===== config.mk =====
export PLATFORM = sky130hd
export DESIGN_NAME = sfft_seq_ctrl
export DESIGN_NICKNAME = d
export VERILOG_FILES = /design/src/rtl/sfft_seq_ctrl.sv
export SDC_FILE = /design/constraint.sdc
export NUM_CORES = 1
export LEC_CHECK = 0
export CORE_MARGIN = 5
export CORE_UTILIZATION = 54
export CTS_BUF_LIST = sky130_fd_sc_hd__clkbuf_2 sky130_fd_sc_hd__clkbuf_4 sky130_fd_sc_hd__clkbuf_8
export CTS_CLUSTER_DIAMETER = 100
export DETAILED_ROUTE_END_ITERATION = 10
export MAX_ROUTING_LAYER = met4
export PLACE_DENSITY = 0.91
export SLEW_MARGIN = 20
export SYNTH_ARGS = -nofsm -noshare
export SYNTH_HDL_FRONTEND = slang
export SYNTH_SLANG_ARGS = --single-unit

===== constraint.sdc =====
create_clock -name iClk -period 2.8 [get_ports iClk]
set_input_delay 0.28 -clock iClk [delete_from_list [all_inputs] [get_ports iClk]]
set_output_delay 0.28 -clock iClk [all_outputs]
set_load 0.01 [all_outputs]

===== src/rtl/sfft_seq_ctrl.sv =====
// sfft_seq_ctrl: frame sequencer for the stochastic butterfly FFT array.
// One transform per iStart: CLR -> LOAD -> RUN -> FLUSH -> DONE -> IDLE.
// All outputs are registered decodes of the state, the phase counter and iStall.
// Optional feature macro: SFFT_CTRL_ABORT_EN (adds iAbort / oAbortAck).
module sfft_seq_ctrl #(
  parameter int BITWIDTH  = 8,
  parameter int NUMINPUTS = 8,
  parameter int LOADCYC   = 2
) (
  input  logic                iClk,
  input  logic                iRst,
  input  logic                iStart,
  input  logic                iStall,
  output logic                oBusy,
  output logic                oClr,
  output logic                oLoadW,
  output logic                oEn,
  output logic                oInReady,
  output logic                oOutValid,
  output logic                oDone,
  output logic [BITWIDTH:0]   oCnt,
  output logic [7:0]          oFrameCnt
`ifdef SFFT_CTRL_ABORT_EN
  ,
  input  logic                iAbort,
  output logic                oAbortAck
`endif
);

  localparam int LOG2N  = $clog2(NUMINPUTS);
  localparam int RUNLEN = 2 ** BITWIDTH;
  // The phase counter must also cover LOAD (up to 255 cycles), so never narrower than 8 bits.
  localparam int CW     = ((BITWIDTH + 1) > 8) ? (BITWIDTH + 1) : 8;

  localparam logic [CW-1:0] LOAD_LAST  = CW'(LOADCYC - 1);
  localparam logic [CW-1:0] RUN_LAST   = CW'(RUNLEN - 1);
  localparam logic [CW-1:0] FLUSH_LAST = CW'(LOG2N - 1);
  localparam logic [CW-1:0] VALID_MIN  = CW'(LOG2N);

  typedef enum logic [2:0] {
    S_IDLE  = 3'd0,
    S_CLR   = 3'd1,
    S_LOAD  = 3'd2,
    S_RUN   = 3'd3,
    S_FLUSH = 3'd4,
    S_DONE  = 3'd5
  } state_t;

  state_t            state_q, state_d;
  logic [CW-1:0]     cnt_q, cnt_d;
  logic              abort_s;

  logic              busy_q, busy_d;
  logic              clr_q, clr_d;
  logic              loadw_q, loadw_d;
  logic              en_q, en_d;
  logic              rdy_q, rdy_d;
  logic              val_q, val_d;
  logic              done_q, done_d;
  logic [BITWIDTH:0] ocnt_q, ocnt_d;
  logic [7:0]        frame_q, frame_d;
`ifdef SFFT_CTRL_ABORT_EN
  logic              ack_q, ack_d;
`endif

  // Abort request qualifier: only meaningful while a frame is in progress.
  always_comb begin
`ifdef SFFT_CTRL_ABORT_EN
    abort_s = iAbort & (state_q != S_IDLE);
`else
    abort_s = 1'b0;
`endif
  end

  // State and phase-counter registers.
  always_ff @(posedge iClk or posedge iRst) begin
    if (iRst) begin
      state_q <= S_IDLE;
      cnt_q   <= '0;
    end else begin
      state_q <= state_d;
      cnt_q   <= cnt_d;
    end
  end

  // Next-state and counter logic; stall freezes RUN/FLUSH, abort overrides everything.
  always_comb begin
    state_d = state_q;
    cnt_d   = cnt_q;
    case (state_q)
      S_IDLE: begin
        cnt_d = '0;
        if (iStart) begin
          state_d = S_CLR;
        end else begin
          state_d = S_IDLE;
        end
      end
      S_CLR: begin
        state_d = S_LOAD;
        cnt_d   = '0;
      end
      S_LOAD: begin
        if (cnt_q == LOAD_LAST) begin
          state_d = S_RUN;
          cnt_d   = '0;
        end else begin
          cnt_d = cnt_q + {{(CW-1){1'b0}}, 1'b1};
        end
      end
      S_RUN: begin
        if (iStall) begin
          cnt_d = cnt_q;
        end else if (cnt_q == RUN_LAST) begin
          state_d = S_FLUSH;
          cnt_d   = '0;
        end else begin
          cnt_d = cnt_q + {{(CW-1){1'b0}}, 1'b1};
        end
      end
      S_FLUSH: begin
        if (iStall) begin
          cnt_d = cnt_q;
        end else if (cnt_q == FLUSH_LAST) begin
          state_d = S_DONE;
          cnt_d   = '0;
        end else begin
          cnt_d = cnt_q + {{(CW-1){1'b0}}, 1'b1};
        end
      end
      S_DONE: begin
        state_d = S_IDLE;
        cnt_d   = '0;
      end
      default: begin
        state_d = S_IDLE;
        cnt_d   = '0;
      end
    endcase
    if (abort_s) begin
      state_d = S_IDLE;
      cnt_d   = '0;
    end else begin
      state_d = state_d;
    end
  end

  // Output decode of the current state; a stalled cycle drives no enable or valid.
  always_comb begin
    busy_d  = 1'b0;
    clr_d   = 1'b0;
    loadw_d = 1'b0;
    en_d    = 1'b0;
    rdy_d   = 1'b0;
    val_d   = 1'b0;
    done_d  = 1'b0;
    ocnt_d  = cnt_q[BITWIDTH:0];
    frame_d = frame_q;
`ifdef SFFT_CTRL_ABORT_EN
    ack_d   = abort_s;
`endif
    if (abort_s) begin
      ocnt_d = '0;
    end else begin
      case (state_q)
        S_IDLE: begin
          busy_d = 1'b0;
        end
        S_CLR: begin
          busy_d = 1'b1;
          clr_d  = 1'b1;
        end
        S_LOAD: begin
          busy_d  = 1'b1;
          loadw_d = 1'b1;
        end
        S_RUN: begin
          busy_d = 1'b1;
          en_d   = ~iStall;
          rdy_d  = ~iStall;
          val_d  = ~iStall & (cnt_q >= VALID_MIN);
        end
        S_FLUSH: begin
          busy_d = 1'b1;
          en_d   = ~iStall;
          val_d  = ~iStall;
        end
        S_DONE: begin
          busy_d  = 1'b1;
          done_d  = 1'b1;
          frame_d = frame_q + 8'd1;
        end
        default: begin
          busy_d = 1'b0;
        end
      endcase
    end
  end

  // Registered outputs.
  always_ff @(posedge iClk or posedge iRst) begin
    if (iRst) begin
      busy_q  <= 1'b0;
      clr_q   <= 1'b0;
      loadw_q <= 1'b0;
      en_q    <= 1'b0;
      rdy_q   <= 1'b0;
      val_q   <= 1'b0;
      done_q  <= 1'b0;
      ocnt_q  <= '0;
      frame_q <= 8'd0;
`ifdef SFFT_CTRL_ABORT_EN
      ack_q   <= 1'b0;
`endif
    end else begin
      busy_q  <= busy_d;
      clr_q   <= clr_d;
      loadw_q <= loadw_d;
      en_q    <= en_d;
      rdy_q   <= rdy_d;
      val_q   <= val_d;
      done_q  <= done_d;
      ocnt_q  <= ocnt_d;
      frame_q <= frame_d;
`ifdef SFFT_CTRL_ABORT_EN
      ack_q   <= ack_d;
`endif
    end
  end

  assign oBusy     = busy_q;
  assign oClr      = clr_q;
  assign oLoadW    = loadw_q;
  assign oEn       = en_q;
  assign oInReady  = rdy_q;
  assign oOutValid = val_q;
  assign oDone     = done_q;
  assign oCnt      = ocnt_q;
  assign oFrameCnt = frame_q;
`ifdef SFFT_CTRL_ABORT_EN
  assign oAbortAck = ack_q;
`endif

endmodule


==> flow_metrics.py <==
metrics = {
    "status": {
        "status": "completed",
    },
    "synthesis": {
        "synth_area_mm2": 0.00163,
        "ys_ff_latch": 36,
        "synth_flop_cell": "dfrtp_1",
        "ys_seq_area_share_pct": 55.4,
        "synth_edf_count": 0,
        "netlist_instances": 135,
        "ys_types": 42,
        "synth.net_count": 145,
        "synthArstFlopShare_pct": 100,
        "ys_warn_count": 0,
        "avgSynthCellArea_um2": 12.0,
    },
    "clocking": {
        "clock-sinks": 36,
        "numCtsBuffers": 5,
        "ctsResizeCount": 0,
        "root_buffer": "clkbuf_4",
        "cts.path.max_buffers": 2,
        "path_clk_slew_ns": 0.10,
        "clock_latency_ns": 0.34,
        "post-cts-setup-buffers": 0,
        "cts_hold_buffers": 0,
        "cts_tree": "built",
        "h-tree-depth": 2,
    },
    "place": {
        "globalplace.congestion": 0.867,
        "dp_hpwl_mm": 2.31,
        "placed_area_mm2": 0.00192,
        "portBuffers": 27,
    },
    "timing": {
        "fmax_mhz": 399,
        "setup_tns_ns": 0,
        "slew_viol_final": 0,
        "post-route-min-period_ns": 2.51,
        "finalCritPeriodShare_pct": 89.6,
        "worst_pin_slew_ns": 0.531,
        "rsz0062_at_grt": "no",
        "relSlewSlack_pct": 64.6,
        "setup_violations": 0,
        "final_hold_viol_count": 0,
        "whs_ns": 0.278,
        "fin_skew_ns": 0.00466,
    },
    "die": {
        "rows": 20,
        "fp.dieW_um": 64.9,
        "core_area_mm2": 0.00298,
        "start_util_pct": 54.6,
        "pin_count": 28,
        "fp.dieH_um": 64.9,
        "die-area_mm2": 0.00421,
    },
    "drt": {
        "vias_per_cell": 5.91,
        "drt_iter0_markers": 65,
        "firstDrtPassIters": 4,
        "wl_per_cell_um": 15.8,
        "ant_nets": 0,
        "vias": 1171,
        "drc": 0,
        "finalWirelength_mm": 3.14,
    },
    "global_route": {
        "antenna_found_initial": 0,
        "overflow": 0,
        "grt_pass1_vias": 1151,
        "grt_max_degree": 23,
        "gr-usage-all-layers_pct": 17.6,
        "grt_pass1_wl_mm": 5.45,
    },
    "worst_setup_path": {
        "cp-startpoint": "cnt_q[0]",
        "worstSetupPathType": "flip-flop to flip-flop",
        "arrival_ns": 2.75,
        "required_ns": 3.05,
        "crit-reg2reg-launch": "cnt_q[0]",
        "path_max_fanout": 8,
        "start_kind": "flip-flop",
        "endpoint_kind": "flip-flop",
    },
    "layout": {
        "area_growth_pct": 22.2,
        "final_nets": 175,
        "final_common_cell": "dfrtp_1",
        "n_fill_cell": 227,
        "layout_common_cells": "dfrtp_1 (36), clkdlybuf4s50_1 (27), o21ai_0 (11)",
        "antenna_cells": 0,
        "layout-drive-gt1-share_pct": 12.7,
        "final_area_mm2": 0.00199,
    },
    "flow_run": {
        "max-cap-violations": 0,
    },
    "pwr": {
        "cellPowerDensity_mw_per_mm2": 803,
        "p_leak_nw": 0.880,
        "ir_drop_v": 0.000629,
    },
    "min_path": {
        "hp-class": "primary input to async pin",
    },
}
-- worst max-delay path: stages, from the launching register on --
cell and delay (ns):
dfrtp_1 0.47, ha_1 0.28, and3_1 0.20, and3_2 0.22, nand3_1 0.10, inv_1 0.06
ha_1 0.18, nor3b_2 0.42, o31ai_2 0.18, o32ai_1 0.29
-- flip-flops by register name, indices dropped and copies added (netlist names) --
| signal | cells |
|---|---|
| oLoadW | 1 |
| oCnt | 9 |
| oDone | 1 |
| state_q | 3 |
| oEn | 1 |
| oClr | 1 |
| oOutValid | 1 |
| oInReady | 1 |
| oFrameCnt | 8 |
| oBusy | 1 |
| cnt_q | 9 |
-- through the flow --
stage	instances	util (%)	worst slack (ns)	total power [mW]
after CTS	198	66.7	0.305	1.60
after global routing	198	66.7	0.0815	1.70
final	198	66.7	0.293	1.59
after floorplan	135	-	0.565	1.09
after detailed placement	191	64.5	0.349	1.30
after global placement	191	64.5	0.449	1.27
-- where the power goes --
| group | internal (mW) | switching [mW] | leakage (nW) |
|---|---|---|---|
| clock | 0.142 | 0.160 | 0.0374 |
| combinational | 0.288 | 0.272 | 0.356 |
| sequential | 0.618 | 0.114 | 0.486 |
-- worst paths after layout --
kind	cells past startpoint	end	slack (ns)
worst max-delay path	9	cnt_q[3]	0.29
worst min-delay path	2	oCnt[6]	0.28
worst max register to register	9	cnt_q[3]	0.29
worst min register to register	1	oFrameCnt[7]	0.49
max in group asynchronous	3	oOutValid	1.85
min in group iClk	1	oFrameCnt[7]	0.49
-- layer usage --
layer / share of wire (%) / wire [um] / track usage, % / vias up
met5: 0 / 0 / - / -
met2: 50 / 1580 / 28.4 / 39
met3: 6.1 / 192 / 5.72 / 11
li1: - / - / - / 554
met1: 41 / 1280 / 20.2 / 567
met4: 2.6 / 80 / 7.39 / 0
-- synthesized netlist by cell type (all sizes together) (3+ instances only) --
cell / count / area share, %
and3: 3 / 1.2
buf: 4 / 1.2
dfrtp: 36 / 55
ha: 6 / 4.6
inv: 7 / 1.6
mux2: 3 / 2.1
nand2: 7 / 1.6
nand2b: 3 / 1.2
nand3: 7 / 2.2
nor3: 4 / 1.5
nor3b: 3 / 1.7
nor4: 3 / 3.0
o21ai: 11 / 3.4
o311ai: 3 / 1.6
or3b: 3 / 1.6
xnor2: 4 / 2.2
xor2: 3 / 1.6
-- layout make-up --
cell class	instances	area [um^2]	area share, %
Clock buffer	7	65.1	3.27
Tap cell	33	41.3	2.08
Inverter	7	26.3	1.32
Multi-Input combinational cell	87	676	34.0
Sequential cell	36	901	45.3
Timing Repair Buffer	28	278	14.0
-- cells by family (layout without fill, tap and decap cells) --
kind of cell	count (synthesis)	after routing	synth area share [%]
AOI/OAI and AO/OA	30	30	13.2
and+or+nand+nor	41	41	17.8
muxes	3	3	2.08
xor gates and xnor gates	7	7	3.77
adders and majority gates	6	6	4.62
buffers and inverters	12	42	3.08
DFF	36	36	55.4
No activity file was read; power rests on OpenSTA's default activity.
